`src/rtl/tsn_eos_sched.sv`:
```
// -----------------------------------------------------------------------------
// tsn_eos_sched -- egress output scheduler for the UM TSN pipeline.
//
// Holds packet metadata (buffer ID, length) from ibm in NQ per-queue FIFOs and
// releases one word at a time to ebm. Queue 0 has the highest priority. Each
// queue has a time-slot gate. The last queue (NQ-1) is also limited by a
// token-bucket shaper. Metadata refused on overflow goes out on the discard
// channel so that data_cache can free the buffer.
//
// Build option:
//   EOS_DROP_OLDEST_EN  When defined, overflow evicts the head (oldest) entry
//                       and appends the new one. The evicted ID is reported.
//                       When undefined, the incoming metadata is tail-dropped.
//
// Ports:
//   clk, rst_n           clock and synchronous active-low reset
//   in_md_wr/queue/id/len  metadata write, 1 cycle per packet
//   in_gate_mask         bit q=1: the gate of queue q is open
//   cfg_rate             tokens (bytes) added per cycle; 0 disables the shaper
//   cfg_bucket           token bucket ceiling
//   out_ready            ebm can accept metadata (level)
//   in_tx_done           ebm has sent the tail of the issued packet (pulse)
//   out_md_wr/queue/id/len  issued metadata, registered, 1-cycle strobe
//   out_drop_wr/id       discard strobe and the buffer ID to free
//   out_used_cnt         per-queue occupancy; queue q in bits [q*CW +: CW]
//   out_mdin_cnt, out_mdout_cnt, out_drop_cnt  wrapping event counters
// -----------------------------------------------------------------------------
module tsn_eos_sched #(
  parameter int NQ      = 4,
  parameter int DEPTH   = 16,
  parameter int ID_W    = 8,
  parameter int LEN_W   = 12,
  parameter int TOKEN_W = 16,
  localparam int QW = (NQ > 1) ? $clog2(NQ) : 1,
  localparam int AW = $clog2(DEPTH),
  localparam int CW = AW + 1
) (
  input  logic               clk,
  input  logic               rst_n,
  input  logic               in_md_wr,
  input  logic [QW-1:0]      in_md_queue,
  input  logic [ID_W-1:0]    in_md_id,
  input  logic [LEN_W-1:0]   in_md_len,
  input  logic [NQ-1:0]      in_gate_mask,
  input  logic [TOKEN_W-1:0] cfg_rate,
  input  logic [TOKEN_W-1:0] cfg_bucket,
  input  logic               out_ready,
  input  logic               in_tx_done,
  output logic               out_md_wr,
  output logic [QW-1:0]      out_md_queue,
  output logic [ID_W-1:0]    out_md_id,
  output logic [LEN_W-1:0]   out_md_len,
  output logic               out_drop_wr,
  output logic [ID_W-1:0]    out_drop_id,
  output logic [NQ*CW-1:0]   out_used_cnt,
  output logic [63:0]        out_mdin_cnt,
  output logic [63:0]        out_mdout_cnt,
  output logic [31:0]        out_drop_cnt
);

  localparam int MD_W = ID_W + LEN_W;
  // Wide enough for tokens + rate without overflow, and for comparing
  // tokens with a packet length.
  localparam int XW = ((TOKEN_W > LEN_W) ? TOKEN_W : LEN_W) + 1;

`ifdef EOS_DROP_OLDEST_EN
  localparam bit DROP_OLDEST = 1'b1;
`else
  localparam bit DROP_OLDEST = 1'b0;
`endif

  typedef enum logic {IDLE, WAIT_DONE} state_t;
  state_t state;

  logic [MD_W-1:0]    mem    [NQ][DEPTH];
  logic [AW-1:0]      rd_ptr [NQ];
  logic [AW-1:0]      wr_ptr [NQ];
  logic [CW-1:0]      cnt    [NQ];
  logic [TOKEN_W-1:0] tokens;

  logic [ID_W-1:0]  head_id  [NQ];
  logic [LEN_W-1:0] head_len [NQ];
  logic [NQ-1:0]    elig, wr_hit, full;
  logic [NQ-1:0]    pop_vec, acc_vec, ovf_vec, evict_vec, app_vec;
  logic             any_elig, do_pop;
  logic [QW-1:0]    pop_q;
  logic [ID_W-1:0]  pop_id, ovf_id;
  logic [LEN_W-1:0] pop_len;
  logic [XW-1:0]    tok_sum, tok_sub, tok_dif;
  logic [TOKEN_W-1:0] tok_next;

  // Per-queue head and eligibility. A queue index >= NQ matches no queue,
  // so such a write is ignored.
  always_comb begin
    for (int q = 0; q < NQ; q++) begin
      {head_id[q], head_len[q]} = mem[q][rd_ptr[q]];
      full[q]   = (cnt[q] == CW'(DEPTH));
      wr_hit[q] = in_md_wr && (in_md_queue == QW'(q));
      elig[q]   = (cnt[q] != '0) && in_gate_mask[q] &&
                  ((q != NQ-1) || (cfg_rate == '0) ||
                   (XW'(tokens) >= XW'(head_len[q])));
    end
  end

  // Strict priority: the downward scan leaves the lowest eligible index.
  // NOTE: combinational logic uses blocking '=' and assigns every output a
  // default first, so no path can leave a value held (no latch).
  always_comb begin
    any_elig  = 1'b0;
    pop_q     = '0;
    pop_id    = '0;
    pop_len   = '0;
    ovf_id    = in_md_id;
    pop_vec   = '0;
    acc_vec   = '0;
    ovf_vec   = '0;
    evict_vec = '0;
    app_vec   = '0;
    for (int q = NQ-1; q >= 0; q--) begin
      if (elig[q]) begin
        any_elig = 1'b1;
        pop_q    = QW'(q);
        pop_id   = head_id[q];
        pop_len  = head_len[q];
      end
    end
    do_pop = (state == IDLE) && out_ready && any_elig;
    for (int q = 0; q < NQ; q++) begin
      pop_vec[q]   = do_pop && (pop_q == QW'(q));
      // A full queue that pops in the same cycle still has room.
      acc_vec[q]   = wr_hit[q] && (!full[q] || pop_vec[q]);
      ovf_vec[q]   = wr_hit[q] && full[q] && !pop_vec[q];
      evict_vec[q] = ovf_vec[q] && DROP_OLDEST;
      app_vec[q]   = acc_vec[q] || evict_vec[q];
      if (evict_vec[q]) ovf_id = head_id[q];
    end
  end

  // Token bucket: add and subtract together, clamp at 0, then cap at the ceiling.
  always_comb begin
    tok_sum  = XW'(tokens) + XW'(cfg_rate);
    tok_sub  = pop_vec[NQ-1] ? XW'(head_len[NQ-1]) : '0;
    tok_dif  = (tok_sum > tok_sub) ? (tok_sum - tok_sub) : '0;
    tok_next = (tok_dif > XW'(cfg_bucket)) ? cfg_bucket : tok_dif[TOKEN_W-1:0];
  end

  // NOTE: FIFO storage has no reset. Pointers and counts are reset, so stale
  // contents are never read, and the array can map to plain RAM.
  always_ff @(posedge clk) begin
    for (int q = 0; q < NQ; q++)
      if (app_vec[q]) mem[q][wr_ptr[q]] <= {in_md_id, in_md_len};
  end

  // NOTE: sequential state uses non-blocking '<=' only, so every register
  // samples values from before the edge.
  always_ff @(posedge clk) begin
    if (!rst_n) begin
      state         <= IDLE;
      tokens        <= '0;
      for (int q = 0; q < NQ; q++) begin
        rd_ptr[q] <= '0;
        wr_ptr[q] <= '0;
        cnt[q]    <= '0;
      end
      out_md_wr     <= 1'b0;
      out_md_queue  <= '0;
      out_md_id     <= '0;
      out_md_len    <= '0;
      out_drop_wr   <= 1'b0;
      out_drop_id   <= '0;
      out_mdin_cnt  <= '0;
      out_mdout_cnt <= '0;
      out_drop_cnt  <= '0;
    end else begin
      tokens <= tok_next;
      for (int q = 0; q < NQ; q++) begin
        if (pop_vec[q] || evict_vec[q]) rd_ptr[q] <= rd_ptr[q] + 1'b1;
        if (app_vec[q])                 wr_ptr[q] <= wr_ptr[q] + 1'b1;
        // An eviction replaces one entry with another, so the count is unchanged.
        cnt[q] <= cnt[q] + CW'(acc_vec[q]) - CW'(pop_vec[q]);
      end

      out_md_wr <= do_pop;
      if (do_pop) begin
        out_md_queue <= pop_q;
        out_md_id    <= pop_id;
        out_md_len   <= pop_len;
      end

      unique case (state)
        IDLE:      if (do_pop)     state <= WAIT_DONE;
        WAIT_DONE: if (in_tx_done) state <= IDLE;
        default:                   state <= IDLE;
      endcase

      out_drop_wr <= |ovf_vec;
      if (|ovf_vec) out_drop_id <= ovf_id;

      out_mdin_cnt  <= out_mdin_cnt  + 64'(|app_vec);
      out_mdout_cnt <= out_mdout_cnt + 64'(do_pop);
      out_drop_cnt  <= out_drop_cnt  + 32'(|ovf_vec);
    end
  end

  always_comb begin
    out_used_cnt = '0;
    for (int q = 0; q < NQ; q++) out_used_cnt[q*CW +: CW] = cnt[q];
  end

endmodule

```
`config.mk`:
```
export PLATFORM = sky130hd
export DESIGN_NAME = tsn_eos_sched
export DESIGN_NICKNAME = d
export VERILOG_FILES = /design/src/rtl/tsn_eos_sched.sv
export SDC_FILE = /design/constraint.sdc
export NUM_CORES = 2
export LEC_CHECK = 0
export ABC_AREA = 0
export BUFFER_PORTS_ARGS = -buffer_cell sky130_fd_sc_hd__buf_4
export CAP_MARGIN = 20
export CORE_ASPECT_RATIO = 1.75
export CORE_UTILIZATION = 50
export CTS_BUF_LIST = sky130_fd_sc_hd__clkbuf_4 sky130_fd_sc_hd__clkbuf_8 sky130_fd_sc_hd__clkbuf_16
export DETAILED_ROUTE_END_ITERATION = 8
export PLACE_DENSITY_LB_ADDON = 0.3
export SYNTH_ARGS = -nofsm -noshare
export SYNTH_HDL_FRONTEND = slang
export SYNTH_SLANG_ARGS = --single-unit
```
`constraint.sdc`:
```
create_clock -name clk -period 19.4 [get_ports clk]
set_input_delay 0.97 -clock clk [delete_from_list [all_inputs] [get_ports clk]]
set_output_delay 0.97 -clock clk [all_outputs]
set_load 0.02 [all_outputs]
```
### Yosys cells after proc, flatten, opt, wreduce, memory -nomap -nowiden

Memory sizes are Yosys's and may differ from the RTL's.
Index checks and enable logic that the tools add are counted.

| word-level totals | value |
|---|---|
| bits of input ports | 63 |
| register bits | 209 |
| memories | 4 |
| RAM bits | 1332 |
| word-level logic and storage cells | 231 |

| operators by class | value |
|---|---|
| equality and inequality tests | 10 |
| reductions and logical operators | 56 |
| add/sub/neg operators | 21 |
| order comparisons | 15 |
| multiplexer cells | 93 |
| bitwise operators | 21 |

Memory list:

| name | depth | bits a word | read ports | clocked after Yosys merged registers in | write ports | line | RTL |
|---|---|---|---|---|---|---|---|
| mem | 4 | 320 | 4 | 0 | 1 | 75 | `logic [MD_W-1:0] mem [NQ][DEPTH];` |
| cnt | 4 | 5 | 4 | 0 | 4 | 78 | `logic [CW-1:0] cnt [NQ];` |
| rd_ptr | 4 | 4 | 4 | 0 | 4 | 76 | `logic [AW-1:0] rd_ptr [NQ];` |
| wr_ptr | 4 | 4 | 4 | 0 | 4 | 77 | `logic [AW-1:0] wr_ptr [NQ];` |

Operators with widths:

| cell | number |
|---|---|
| 320-bit 2-to-1 mux | 10 |
| 320-bit OR reduction | 3 |
| 20-bit binary-select mux with 4-bit select | 4 |
| 20-bit demux with 4-bit select | 4 |
| 20-bit 2-to-1 mux | 12 |
| 64-bit by 1-bit adder with 64-bit output | 2 |
| 12-bit 2-to-1 mux | 5 |
| 5-bit >= comparator, second input constant | 8 |
| 4-bit NOT with 5-bit output | 8 |
| 32-bit by 1-bit adder with 32-bit output | 1 |
| 4-bit by 1-bit adder with 4-bit output, second input constant | 8 |
| 1-bit 2-to-1 mux | 32 |
| 4-bit 2-to-1 mux | 8 |
| 8-bit 2-to-1 mux | 4 |
| 1-bit logical AND | 31 |
| 5-bit by 1-bit adder with 5-bit output | 4 |
| 5-bit equality test, second input constant | 4 |
| 5-bit by 1-bit < comparator with 1-bit output, second input constant | 4 |
| 5-bit 2-to-1 mux | 4 |
| 5-bit nonzero test | 4 |
| 5-bit by 1-bit subtractor with 5-bit output | 4 |
| 16-bit by 16-bit adder with 17-bit output | 1 |
| 17-bit by 12-bit > comparator with 1-bit output | 1 |
| 17-bit by 16-bit > comparator with 1-bit output | 1 |
| 15 further kinds | 49 |

### Depth between registers and ports, before layout

An unclocked memory read counts as a cell.

| depth | value |
|---|---|
| word-level depth | 22 |
| depth in mapped cells | 32 |
| gate-level depth less buffers | 29 |

### Worst setup path before layout

Ideal clock, no wire load.

| timing path | value |
|---|---|
| path kind | register to register |
| start | memory rd_ptr[3][0] (netlist name) |
| end | register tokens[11] |
| required time | 19328 ps |
| slack | 11392 ps |
| period minus slack after synthesis | 8008 ps |
| stages on the path, launching flop included | 32 |
| setup time | 72 ps |
| path buffers | 5 |
| data arrival time | 7936 ps |
| path through | edfxtp_1 > clkbuf_1 > buf_1 > mux4_2 > mux4_2 > inv_1 > ha_1 > and3_1 > a2111o_1 > a311oi_1 > nor4_2 > clkbuf_1 > nand2_1 > ha_1 > nor2b_1 > o2111ai_1 > nand3_1 > a311oi_1 > o21a_1 > or4b_1 > clkbuf_1 > and2_1 > ha_1 > a21o_1 > a21o_1 > a21oi_1 > a21oi_1 > o21ai_0 > nand2_1 > mux2i_2 > buf_6 > mux2i_1 |

RTL lines:

| what | line | RTL |
|---|---|---|
| start: declaration | 76 |  |
| end signal: assignment | 175 | `tokens <= tok_next;` |
| end: declaration | 79 | `logic [TOKEN_W-1:0] tokens;` |

==> summary.md <==
| Metric | Value |
|---|---|
| Result of the run | `completed` |
| CP Class | `reg -> reg` |
| Synthesized instance count | `roughly 3700` |
| Total number of placement rows | `between 150 and 200` |
| Total routing usage reported by global routing | `0.253` |
| Cell area after synthesis | `0.0631 mm^2` |
| Number of buffers added to fix hold violations after cts | `0` |
| Register cell area after layout | `between 0.04 and 0.05 mm^2` |
| Unrepaired setup endpoints after global routing | `false` |
| Number of synthesis warnings | `0` |
| Average vias per placed instance | `6.00` |
| Area inside the core boundary | `around 0.13 mm^2` |
| Kind of start point of the critical path | `register` |
| CTS tree | `yes` |
| Vias in the first global route | `34852` |
| Worst hold margin | `0.454 ns` |
| Largest net degree at the start of global routing | `124` |
| Root Driver | `sky130_fd_sc_hd__clkbuf_16` |
| Maximum clock frequency | `~0.11 GHz` |
| CTS Buf Count | `133` |
| Largest stage delay on the critical path | `around 0.86 ns` |
| X dimension of the die | `between 200 and 300 um` |
| Cell Area, Placed | `0.0674 mm^2` |
| Number of remaining DRC errors | `0` |
| Top fanout value on the critical path | `57` |
| Count of instances resized after the clock tree is built | `0` |
| Via count | `34781` |
| Worst-path cell with the longest stage delay | `sky130_fd_sc_hd__nor4_2` |
| P_leak | `24.0 nW` |
| Sequential area share after synthesis | `0.697` |
| DR iter-0 viols | `2976` |
| Post-DP HPWL | `101000 um` |
| Number of flip-flops and latches in the synthesized netlist | `between 1500 and 2000` |
| H-tree lvl count | `4` |
| Postcts setup bufs | `0` |
| Buffer levels on the longest clock path | `3` |
| Synthesized area per cell | `16.9 um^2` |
| Number of clock sinks seen by CTS | `1541` |
| Final worst-path cycle share | `0.480` |
| CP Data Arrival Time | `9.97 ns` |
| Syn nets | `3898` |
| Max-slew violation count | `0` |
| Overall die height | `472 um` |
| Footprint of the multi-input gates | `0.0183 mm^2` |
| Clock-pin slew on the worst setup and hold paths | `0.07 ns` |
| Final non-filler cell area | `~0.072 mm^2` |
| Kind of end point of the critical path | `register` |
| Number of distinct library cells after synthesis | `slightly below 70` |
| Clock latency reported for the late side of the worst-skew pair | `0.75 ns` |
| Layout Nets | `between 4000 and 5000` |
| Final hold vios | `0` |
| Number of max-cap violations | `0` |
| Worst slew pin tran | `approximately 1.2 ns` |
| Number of buffers and inverters on the critical path | `4` |
| Total grt overflow | `0` |
| Final wirelength | `between 150000 and 200000 um` |
| EDFF count, synth | `1312` |
| Antenna violations before repair | `11` |
| Remaining max-slew budget at the tightest pin | `0.183` |
| Worst setup skew after layout | `0.0225 ns` |
| Area growth from synthesis to layout | `13.6%` |
| Required time reported for the critical path endpoint | `20.06 ns` |
| Overall die area | `0.128 mm^2` |
| Min-delay worst type | `reg -> reg` |
| Ratio of cells with drive above 1 in the final layout | `0.231` |
| Routed Antenna Nets | `0` |
| First-pass detailed-route iteration total | `7` |
| Per-cell routed wire length | `27.8 um` |
| Final-layout fill cell count | `approximately 9500` |
| Delay-heaviest family, CP | `simple AND/OR/NAND/NOR gates` |
| Final setup violation count | `0` |
| Starting Density | `0.504` |
| Number of I/O pins | `275` |
| Commonest register cell after synthesis | `sky130_fd_sc_hd__edfxtp_1` |
| Input/output buffers | `between 200 and 300` |
| First-pass GRT wire length | `between 200000 and 250000 um` |
| Minimum period implied by the final worst setup slack | `9.31 ns` |
| Max VDD drop | `~0.16 mV` |
| Cell Pwr Density | `112 mW/mm^2` |
| Routability-driven placement congestion ratio | `approximately 0.88` |
| FFs w/ async S/R, synth | `0` |
| Setup TNS | `0 ns` |
[layout make-up]
cell class                 count  area share
clock buffer                 160      0.0503
tap                         1653      0.0289
clock inverter                68     0.00831
timing repair buffer         353      0.0372
antenna                        7    0.000244
multi-input combinational   1916       0.256
inverter                      98     0.00520
sequential                  1541       0.614
[path summary, 6_finish.rpt]
| kind | from | endpoint | slack (ns) | depth (start not counted) |
|---|---|---|---|---|
| min | out_md_len[10]$_SDFFE_PN0P_ | out_md_len[10]$_SDFFE_PN0P_ | 0.45 | 2 |
| max reg2reg | rd_ptr[3][1]$_SDFFCE_PN0P_ | tokens[1]$_SDFF_PN0_ | 10.09 | 29 |
| max | rd_ptr[3][1]$_SDFFCE_PN0P_ | tokens[1]$_SDFF_PN0_ | 10.09 | 29 |
| min reg2reg | out_md_len[10]$_SDFFE_PN0P_ | out_md_len[10]$_SDFFE_PN0P_ | 0.45 | 2 |
[cell usage after synthesis, types with 4 or more instances]
library cell	number	area share
sky130_fd_sc_hd__a211oi_1	5	0.00060
sky130_fd_sc_hd__a21o_1	24	0.0029
sky130_fd_sc_hd__a21oi_1	96	0.0076
sky130_fd_sc_hd__a221oi_1	40	0.0056
sky130_fd_sc_hd__a22oi_1	20	0.0024
sky130_fd_sc_hd__a311o_1	20	0.0032
sky130_fd_sc_hd__and2_1	69	0.0068
sky130_fd_sc_hd__and3_1	36	0.0036
sky130_fd_sc_hd__and3b_1	4	0.00056
sky130_fd_sc_hd__and4_1	16	0.0022
sky130_fd_sc_hd__buf_1	40	0.0024
sky130_fd_sc_hd__clkbuf_1	125	0.0074
sky130_fd_sc_hd__dfxtp_1	229	0.073
sky130_fd_sc_hd__edfxtp_1	1312	0.62
sky130_fd_sc_hd__fa_1	6	0.0019
sky130_fd_sc_hd__ha_1	106	0.021
sky130_fd_sc_hd__inv_1	97	0.0058
sky130_fd_sc_hd__mux2i_1	105	0.017
sky130_fd_sc_hd__mux4_2	340	0.12
sky130_fd_sc_hd__nand2_1	185	0.011
sky130_fd_sc_hd__nand2b_1	14	0.0014
sky130_fd_sc_hd__nand3_1	105	0.0083
sky130_fd_sc_hd__nand4_1	43	0.0043
sky130_fd_sc_hd__nor2_1	281	0.017
sky130_fd_sc_hd__nor2b_1	10	0.00099
sky130_fd_sc_hd__nor3_1	26	0.0021
sky130_fd_sc_hd__nor3b_1	5	0.00060
sky130_fd_sc_hd__nor4_1	17	0.0017
sky130_fd_sc_hd__o21a_1	8	0.00095
sky130_fd_sc_hd__o21ai_0	61	0.0048
sky130_fd_sc_hd__or2_2	7	0.00069
sky130_fd_sc_hd__or3_1	33	0.0033
sky130_fd_sc_hd__xnor2_1	71	0.0099
sky130_fd_sc_hd__xor2_1	112	0.016
[where the power goes]
group,switching [mW],leakage [nW],internal [mW],total (mW)
Clock,1.16,2.11,1.46,2.62
Sequential,0.0590,13.7,3.67,3.73
Combinational,1.01,8.16,0.684,1.69
[state kept, by name (all words and copies together), names as in the netlist]
register and cells:
out_drop_wr 1, tokens 16, out_mdout_cnt 64, wr_ptr 16
out_drop_cnt 32, out_md_queue 2, out_mdin_cnt 64, rd_ptr 16
state 1, out_md_id 8, mem 1280, out_md_len 12
out_drop_id 8, cnt 20, out_md_wr 1
[metal layers]
layer	track usage	wire length, um	up-vias
met5	0	8	-
met4	0.119	7970	2
met3	0.0435	10200	301
met2	0.463	87000	1327
met1	0.285	56000	17963
li1	-	-	15188
[cell families (layout without fill, tap and decap cells)]
group           Yosys count  after routing  share of synthesized area
flops                  1541           1541                      0.697
simple gates            863            863                     0.0662
mux                     446            446                      0.138
compound gates          312            312                     0.0338
buf+inv                 266            679                     0.0160
xor+xnor                183            183                     0.0254
fa+ha+maj               112            112                     0.0229
other cells               0              7                          0
[stage by stage]
step                      setup slack (ns)  power, mW  utilization  instances
after global routing                  9.27       8.32        0.572       5795
after floorplan                      11.39       4.92            -       3723
after CTS                            10.10       8.07        0.572       5786
after global placement               10.26       5.45        0.538       5557
after detailed placement             10.13       5.47        0.538       5558
final                                10.09       8.03        0.572       5796
[cell usage in the layout, fill, tap and decap left out, types with 10 or more instances in the layout]
master	instances
sky130_fd_sc_hd__xnor2_1	71
sky130_fd_sc_hd__and4_1	16
sky130_fd_sc_hd__mux2i_1	105
sky130_fd_sc_hd__nand2_1	185
sky130_fd_sc_hd__nor2_4	24
sky130_fd_sc_hd__edfxtp_1	1312
sky130_fd_sc_hd__o21ai_0	61
sky130_fd_sc_hd__nand3_1	105
sky130_fd_sc_hd__ha_1	106
sky130_fd_sc_hd__nor2_1	257
sky130_fd_sc_hd__nor4_1	13
sky130_fd_sc_hd__dfxtp_1	229
sky130_fd_sc_hd__or3_1	33
sky130_fd_sc_hd__a311o_1	20
sky130_fd_sc_hd__and2_1	69
sky130_fd_sc_hd__a21o_1	24
sky130_fd_sc_hd__bufinv_16	10
sky130_fd_sc_hd__a21oi_1	96
sky130_fd_sc_hd__clkinv_1	23
sky130_fd_sc_hd__nand2b_1	14
sky130_fd_sc_hd__xor2_1	112
sky130_fd_sc_hd__mux4_2	340
sky130_fd_sc_hd__nand4_1	43
sky130_fd_sc_hd__a221oi_1	40
sky130_fd_sc_hd__inv_1	98
sky130_fd_sc_hd__and3_1	36
sky130_fd_sc_hd__nor3_1	17
sky130_fd_sc_hd__buf_4	349
sky130_fd_sc_hd__clkbuf_4	24
sky130_fd_sc_hd__a22oi_1	20
sky130_fd_sc_hd__clkinv_2	24
sky130_fd_sc_hd__clkbuf_16	137
[worst register-to-register path, delay by kind of cell (launching register included)]
kind / cells / cell delay (ns)
AND/OR/NAND/NOR: 9 / 3.12
AO/OA/AOI/OAI: 9 / 2.08
buffers and inverters: 4 / 1.48
multiplexers: 4 / 1.44
adder cells (fa/ha/maj): 3 / 0.75
flip-flops: 1 / 0.32
(Power assumes the default switching activity.)
